File: config.mk
export PLATFORM = sky130hd
export DESIGN_NAME = sound_sequencer
export DESIGN_NICKNAME = d
export VERILOG_FILES = /design/src/rtl/sound_sequencer.sv
export SDC_FILE = /design/constraint.sdc
export NUM_CORES = 1
export LEC_CHECK = 0
export ABC_CLOCK_PERIOD_IN_PS = 2700
export CAP_MARGIN = 20
export CORE_MARGIN = 2
export CORE_UTILIZATION = 50
export DETAILED_ROUTE_END_ITERATION = 8
export HOLD_SLACK_MARGIN = 0.02
export PLACE_DENSITY_LB_ADDON = 0.2
export RECOVER_POWER = 25
export SETUP_SLACK_MARGIN = 0.15
export SLEW_MARGIN = 5
export SYNTH_ARGS = -nofsm -noshare
export SYNTH_HDL_FRONTEND = slang
export SYNTH_SLANG_ARGS = --single-unit
File: constraint.sdc
create_clock -name clk -period 2.7 [get_ports clk]
set_input_delay 0.27 -clock clk [delete_from_list [all_inputs] [get_ports clk]]
set_output_delay 0.27 -clock clk [all_outputs]
set_load 0.05 [all_outputs]
File: src/rtl/sound_sequencer.sv
// Sound event sequencer: turns ball-stage sound codes into timed square-wave tones.
// Optional macro SOUND_QUEUE_EN adds a one-entry pending register for dropped events.
module sound_sequencer #(
    parameter int DUR_CYCLES = 2500000,
    parameter int TONE_SHIFT = 0,
    parameter int HP_1       = 28409,
    parameter int HP_2       = 14205,
    parameter int HP_3       = 7102,
    parameter int HP_4A      = 23901,
    parameter int HP_4B      = 31888,
    parameter int HP_4C      = 47710
) (
    input  logic       clk,
    input  logic       reset,
    input  logic [2:0] sound_code,
    input  logic       sound_trig,
    input  logic       sound_en,
    output logic       speaker,
    output logic       busy,
    output logic [2:0] cur_code
);

    typedef enum logic [2:0] {IDLE, TONE, SEQ_A, SEQ_B, SEQ_C} state_t;

    // Reload value is half-period minus one; a zero half-period acts as one.
    function automatic int shrink(input int hp);
        int s;
        s = hp >>> TONE_SHIFT;
        return (s < 1) ? 0 : s - 1;
    endfunction

    localparam logic [16:0] L1  = 17'(shrink(HP_1));
    localparam logic [16:0] L2  = 17'(shrink(HP_2));
    localparam logic [16:0] L3  = 17'(shrink(HP_3));
    localparam logic [16:0] L4A = 17'(shrink(HP_4A));
    localparam logic [16:0] L4B = 17'(shrink(HP_4B));
    localparam logic [16:0] L4C = 17'(shrink(HP_4C));
    localparam logic [21:0] DUR_LOAD = 22'(DUR_CYCLES - 1);

    function automatic logic [16:0] code_hp(input logic [2:0] c);
        unique case (c)
            3'd1:    return L1;
            3'd2:    return L2;
            3'd3:    return L3;
            default: return L4A;
        endcase
    endfunction

    state_t      state;
    logic [2:0]  code_prev;
    logic [2:0]  code_n;
    logic [21:0] dur_cnt;
    logic [16:0] hp_cnt;
    logic [16:0] run_hp;
    logic        level;
    logic        ev;
    logic        last;
    logic        accept;
    logic        drop;
    logic        start;
    logic [2:0]  start_code;
    logic [2:0]  pend;

    always_comb begin
        code_n = (sound_code >= 3'd1 && sound_code <= 3'd4) ? sound_code : 3'd0;
        ev     = (sound_trig || code_n != code_prev) && code_n != 3'd0;
        last   = dur_cnt == 22'd0 && (state == TONE || state == SEQ_C);
        accept = ev && (state == IDLE || last || code_n >= cur_code);
        drop   = ev && !accept;
        start  = accept || (last && pend != 3'd0);
        start_code = accept ? code_n : pend;
        unique case (state)
            TONE:    run_hp = code_hp(cur_code);
            SEQ_B:   run_hp = L4B;
            SEQ_C:   run_hp = L4C;
            default: run_hp = L4A;
        endcase
    end

`ifdef SOUND_QUEUE_EN
    always_ff @(posedge clk or negedge reset) begin
        if (!reset) begin
            pend <= 3'd0;
        end else if (start && !accept) begin
            pend <= 3'd0;
        end else if (drop && code_n > pend) begin
            pend <= code_n;
        end
    end
`else
    assign pend = 3'd0;
`endif

    always_ff @(posedge clk or negedge reset) begin
        if (!reset) begin
            state     <= IDLE;
            busy      <= 1'b0;
            cur_code  <= 3'd0;
            level     <= 1'b0;
            speaker   <= 1'b0;
            code_prev <= 3'd0;
            dur_cnt   <= 22'd0;
            hp_cnt    <= 17'd0;
        end else begin
            code_prev <= code_n;
            speaker   <= level & sound_en;
            if (start) begin
                state    <= (start_code == 3'd4) ? SEQ_A : TONE;
                busy     <= 1'b1;
                cur_code <= start_code;
                level    <= 1'b1;
                dur_cnt  <= DUR_LOAD;
                hp_cnt   <= code_hp(start_code);
            end else if (state != IDLE) begin
                if (dur_cnt == 22'd0) begin
                    unique case (state)
                        SEQ_A: begin
                            state   <= SEQ_B;
                            level   <= 1'b1;
                            dur_cnt <= DUR_LOAD;
                            hp_cnt  <= L4B;
                        end
                        SEQ_B: begin
                            state   <= SEQ_C;
                            level   <= 1'b1;
                            dur_cnt <= DUR_LOAD;
                            hp_cnt  <= L4C;
                        end
                        default: begin
                            state    <= IDLE;
                            busy     <= 1'b0;
                            cur_code <= 3'd0;
                            level    <= 1'b0;
                        end
                    endcase
                end else begin
                    dur_cnt <= dur_cnt - 22'd1;
                    if (hp_cnt == 17'd0) begin
                        hp_cnt <= run_hp;
                        level  <= ~level;
                    end else begin
                        hp_cnt <= hp_cnt - 17'd1;
                    end
                end
            end
        end
    end

endmodule

; ---- After elaboration in Yosys (flattened, before gate mapping)
; Index checks and enable logic that the tools add are counted.
[word_totals]
register_bits = 51
output_inout_bits = 5
[op_classes]
n_addsub = 2
order_cmp = 3
n_eq_ne = 15
mux = 32
bitwise_logic = 2
n_reduce_logical = 22
[op_table]
columns = op, n
row1 = $pmux 15 s3, 2
row2 = $mux 22, 4
row3 = $mux 17, 4
row4 = $pmux 17 s3, 1
row5 = $pmux 17 s2, 1
row6 = $mux 3, 9
row7 = $logic_not 22->1, 1
row8 = $sub 22x1->22 const B, 1
row9 = $eq 3x2->1 const B, 6
row10 = $logic_not 17->1, 1
row11 = $sub 17x1->17 const B, 1
row12 = $eq 3x1->1 const B, 3
row13 = $mux 1, 9
row14 = $reduce_bool 3->1, 3
row15 = $reduce_and 2->1, 4
row16 = $eq 3x3->1 const B, 2
row17 = $pmux 3 s2, 1
row18 = $logic_and 1x1->1, 4
row19 = $logic_or 1x1->1, 4
row20 = $ne 4x2->1 const B, 1
row21 = $reduce_bool 2->1, 2
row22 = $ge 3x1->1 const B, 1
row23 = $ge 3x3->1, 1
row24 = $le 3x3->1 const B, 1
row25 = 9 further kinds, 9

; ---- Longest topological paths before layout
[depth]
word_depth = 11
mapped_depth = 12
ltp_nobuf = 9

; ---- Worst setup path before layout
; OpenSTA, ideal clock, no wires.
[synth_path]
path_kind = register -> register
from = reg dur_cnt[4]
to = reg hp_cnt[14]
arrival_ns = 2.488
required_time_ns = 2.578
path_slack_ns = 0.090
stages_incl_launch_ff = 11
path_buffers = 3
cell_sequence = dfrtp_1 -> or4_1 -> buf_2 -> nor4_4 -> nand3_4 -> nor4b_4 -> or2_2 -> buf_6 -> buf_6 -> a21oi_1 -> o2bb2ai_1
[synth_between]
elab_chain_len = 9
elab_cells_between_ends = 16
cone_classes = 4 x eq/ne / 5 x mux / 7 x reduce/logical
[synth_lines]
columns = element, line
row1 = "start, declared", 52  ; logic [21:0] dur_cnt;
row2 = "start signal, assigned", 137  ; dur_cnt <= dur_cnt - 22'd1;
row3 = $logic_not 22->1 (*), "67, 115"
row4 = $logic_and 1x1->1, 67  ; last = dur_cnt == 22'd0 && (state == TONE || state == SEQ_C);
row5 = $logic_or 1x1->1 (2 in a row), 68  ; accept = ev && (state == IDLE || last || code_n >= cur_code);
row6 = $logic_and 1x1->1, 68
row7 = $mux 3, 71  ; start_code = accept ? code_n : pend;
row8 = $eq 3x2->1 / $eq 3x1->1 (equally long branches), 41  ; unique case (c)
row9 = $pmux 15 s3, 41
row10 = $mux 17, 107  ; if (start) begin
row11 = "end signal, assigned", 113  ; hp_cnt <= code_hp(start_code);
row12 = "end signal, assigned", 139  ; hp_cnt <= run_hp;
row13 = "end signal, assigned", 142  ; hp_cnt <= hp_cnt - 17'd1;
row14 = "end, declared", 53  ; logic [16:0] hp_cnt;
; Mark *: on every way between the ends. The rest lies on a longest branch, timed or not. The select of a mux whose other input is x is not followed.
; A chain may end at the register's enable or synchronous reset.

; ---- Final worst setup path
[layout_path]
from = reg dur_cnt[12]
to = reg dur_cnt[10]
[layout_between]
elab_chain_len = 7
elab_cells_between_ends = 11
cone_classes = 1 x eq/ne / 3 x mux / 7 x reduce/logical
[layout_lines]
columns = element, line
row1 = $logic_not 22->1 (*), "67, 115"
row2 = $logic_and 1x1->1, 67
row3 = $logic_or 1x1->1 (2 in a row), 68
row4 = $logic_and 1x1->1, 68
row5 = $ne 3x3->1 (no source line) / $reduce_bool 2->1 (equally long branches), --
row6 = $reduce_and 2->1 (no source line), --
; Marked as above.

==> out/metrics.yaml <==
timing:
  max_freq_ghz: 0.3906
  clock-skew-final_ps: 7.290
  fin_crit_ps: 2560
  hold_ws_ps: 485.3
  rsz0062_at_grt: "true"
  slew_violations: 0
  relSlewSlack_pct: 44.88
  worst_pin_slew_ps: 826.7
  finalSetupViolCount: 0
  finalCritPeriodShare_pct: 94.82
  hold_violations: 0
layout:
  nets: 479
  final_cell_area_mm2: 0.004340
  n_antenna_cell: 0
  drive_above_1_share_pct: 27.14
  fillers: 494
  syn_to_final_growth_pct: 32.40
cts:
  cts_sinks: 51
  worstSkewPairLatency_ps: 320
  clkTransAtPathRegs_ps: 90
  htreeDepth: 2
  cts_tree: "built"
  root_buffer: "clkbuf_8"
  clockBufferDepth: 2
  cts_buffers: 5
power_and_ir_drop:
  peakVddDrop_mv: 0.5160
  leakage_nw: 1.768
  power_density_mw_per_mm2: 853.1
synth:
  synth.area.top_cells: "dfrtp_1 (39%), nor2_1 (4.4%), nand2_1 (4.0%), xnor2_1 (4.0%), a21oi_1 (4.0%)"
  synth.distinct_cells: 59
  synth_fp_nets: 397
  async_reset_ff_share_pct: 100.0
  synth_edf_count: 0
  synth.largest_area_cell: "dfrtp_1"
  syn_avg_cell_area_um2: 8.515
  postSynthCellCount: 385
  netlist_area_mm2: 0.003278
  seq_area_frac_synth_pct: 38.93
  synth_top_area_share_pct: 38.93
  synth_ff_type: "dfrtp_1"
  yosys_warnings: 0
  synth.ff_latch_count: 51
detailed_routing:
  drt_wl_total_um: 9659
  drtAntennaViolNets: 0
  vias: 3313
  dr.first_iter.drc_count: 345
  dr.pass1.iters: 4
  vias_per_cell: 6.079
  drt-wirelength-per-cell_um: 17.72
  drc: 0
grt:
  grt_usage_pct: 26.55
  grt_pass1_vias: 3198
  grt.overflow.total: 0
  grt_pass1_wl_um: 15380
  grt_antenna_before_repair: 0
  grt_max_degree: 25
worst_hold_path:
  hold_class: "reg -> reg"
setup_path:
  required_ps: 2940
  r2r_setup_slack_ps: 140
  cp-start-kind: "register"
  worstPathArrival_ps: 2800
  crit_fanout: 24
  end_kind: "register"
  critPathKind: "reg -> reg"
place:
  dp_hpwl_um: 6762
  placed_area_mm2: 0.003867
  portBuffers: 11
  place.gp.congestion: 0.9500
flow_run:
  maxCapViolCount: 0
floorplan:
  initial_core_util_pct: 51.63
  ios: 12
  dieHeight_um: 84.97
  die_area_mm2: 0.007220
  core_mm2: 0.006350
  rows: 29
  die_x_um: 84.97
status:
  status: "complete, no violations"
## what timing repair did
item | in CTS | in global routing
endpoints found under the setup margin | 34 | 39
gates resized for setup | 9 | 45
cloned | 0 | 3
pin swaps | 3 | 19
buffers inserted | 5 | 12
hold endpoints to repair | 13 | 0
hold buffers | 1 | 0
## metal layers
metal / up-vias / global-route usage, % / routed length, µm
met4: 0 / 8.225 / 211
met5: - / 0 / 0
met1: 1618 / 34.14 / 4189
met2: 96 / 46.02 / 4882
met3: 27 / 4.086 / 376
li1: 1572 / - / -
## logic make-up after synthesis
kind of cell | synth area share (%)
AO/OA/AOI/OAI | 20.42
XOR/XNOR | 5.344
adder cells (fa/ha/maj) | 1.908
buffers and inverters | 4.237
flip-flops | 38.93
multiplexers | 0.6488
AND/OR/NAND/NOR | 28.51
## through the flow
step                setup slack (ps)  setup TNS (ps)  total power, mW  instances  utilization [%]
global placement              -185.2           -2760            2.796        516            60.91
detailed placement            -242.9           -3458            2.831        516            60.91
CTS                            152.4               0            3.374        530            64.06
floorplan                      89.84               0            2.202        385                -
global route                   24.20               0            3.918        545            68.35
finish                         139.8               0            3.703        545            68.35
## worst max-delay path: stages, from the launching register on
cell     delay [ps]
dfrtp_1         390
or4_4           560
nor4_4          290
buf_4           190
o211a_1         150
o21a_1          210
buf_6           160
nor2_2           60
buf_12          150
and4_1          200
o21ai_1         120
## layout by cell type (no fill, tap or decap), types with 4 or more instances in the layout
cell | Yosys | layout
buf_4 | 0 | 66
dfrtp_1 | 51 | 51
xor2_1 | 5 | 5
clkbuf_1 | 13 | 4
nand3_1 | 4 | 4
and3_1 | 5 | 5
nor4_1 | 9 | 7
nor2_2 | 1 | 4
nand4_1 | 6 | 6
nor2b_1 | 6 | 5
and2_1 | 6 | 4
or3_1 | 11 | 11
a21oi_1 | 26 | 20
ha_1 | 5 | 4
clkbuf_8 | 0 | 6
nor2_1 | 38 | 35
nand2_1 | 35 | 35
a31oi_1 | 11 | 10
nor3_1 | 24 | 23
buf_6 | 2 | 9
clkdlybuf4s50_1 | 0 | 10
o31ai_1 | 5 | 4
inv_1 | 13 | 13
a21oi_2 | 0 | 6
o21ai_0 | 22 | 14
or4_1 | 5 | 4
o21ai_1 | 2 | 8
xnor2_1 | 15 | 15
a22o_1 | 7 | 7
a21o_1 | 5 | 5
## where the power goes
part / internal (mW) / switching, mW / leakage [nW]
combinational: 0.932 / 1.13 / 1.13
clock: 0.211 / 0.271 / 0.0484
sequential: 0.947 / 0.213 / 0.592
total: 2.09 / 1.61 / 1.77
## registers in the layout (all words and copies together) (netlist names)
name       count
dur_cnt       22
hp_cnt        17
code_prev      3
cur_code       3
state          3
busy           1
level          1
speaker        1
## Yosys cell counts, types with 6 or more instances
| cell | number |
|---|---|
| xnor2_1 | 15 |
| nor3_1 | 24 |
| nor2_1 | 38 |
| or3_1 | 11 |
| dfrtp_1 | 51 |
| a21oi_1 | 26 |
| inv_1 | 13 |
| nand4_1 | 6 |
| and2_1 | 6 |
| clkbuf_1 | 13 |
| a31oi_1 | 11 |
| a22o_1 | 7 |
| nor4_1 | 9 |
| nor2b_1 | 6 |
| o21ai_0 | 22 |
| nand2_1 | 35 |
## final timing paths
check / startpoint / to / depth (start not counted)
worst min-delay path: busy / busy / 1
min in group asynchronous: reset / code_prev[0] / 2
max in group asynchronous: reset / hp_cnt[6] / 3
worst max-delay path: dur_cnt[12] / dur_cnt[10] / 10
worst max register to register: dur_cnt[12] / dur_cnt[10] / 10
worst min register to register: busy / busy / 1
## layout make-up
cell class                 count  area, µm²  area share (%)
clock buffer                   7      86.33           1.989
clock inverter                 1      8.758          0.2018
inverter                      13      48.80           1.124
multi-input combinational    304       2061           47.48
sequential                    51       1276           29.40
tap                           77      96.34           2.220
timing repair buffer          92      763.2           17.58
Note: power is estimated with default switching activity, not from simulation.
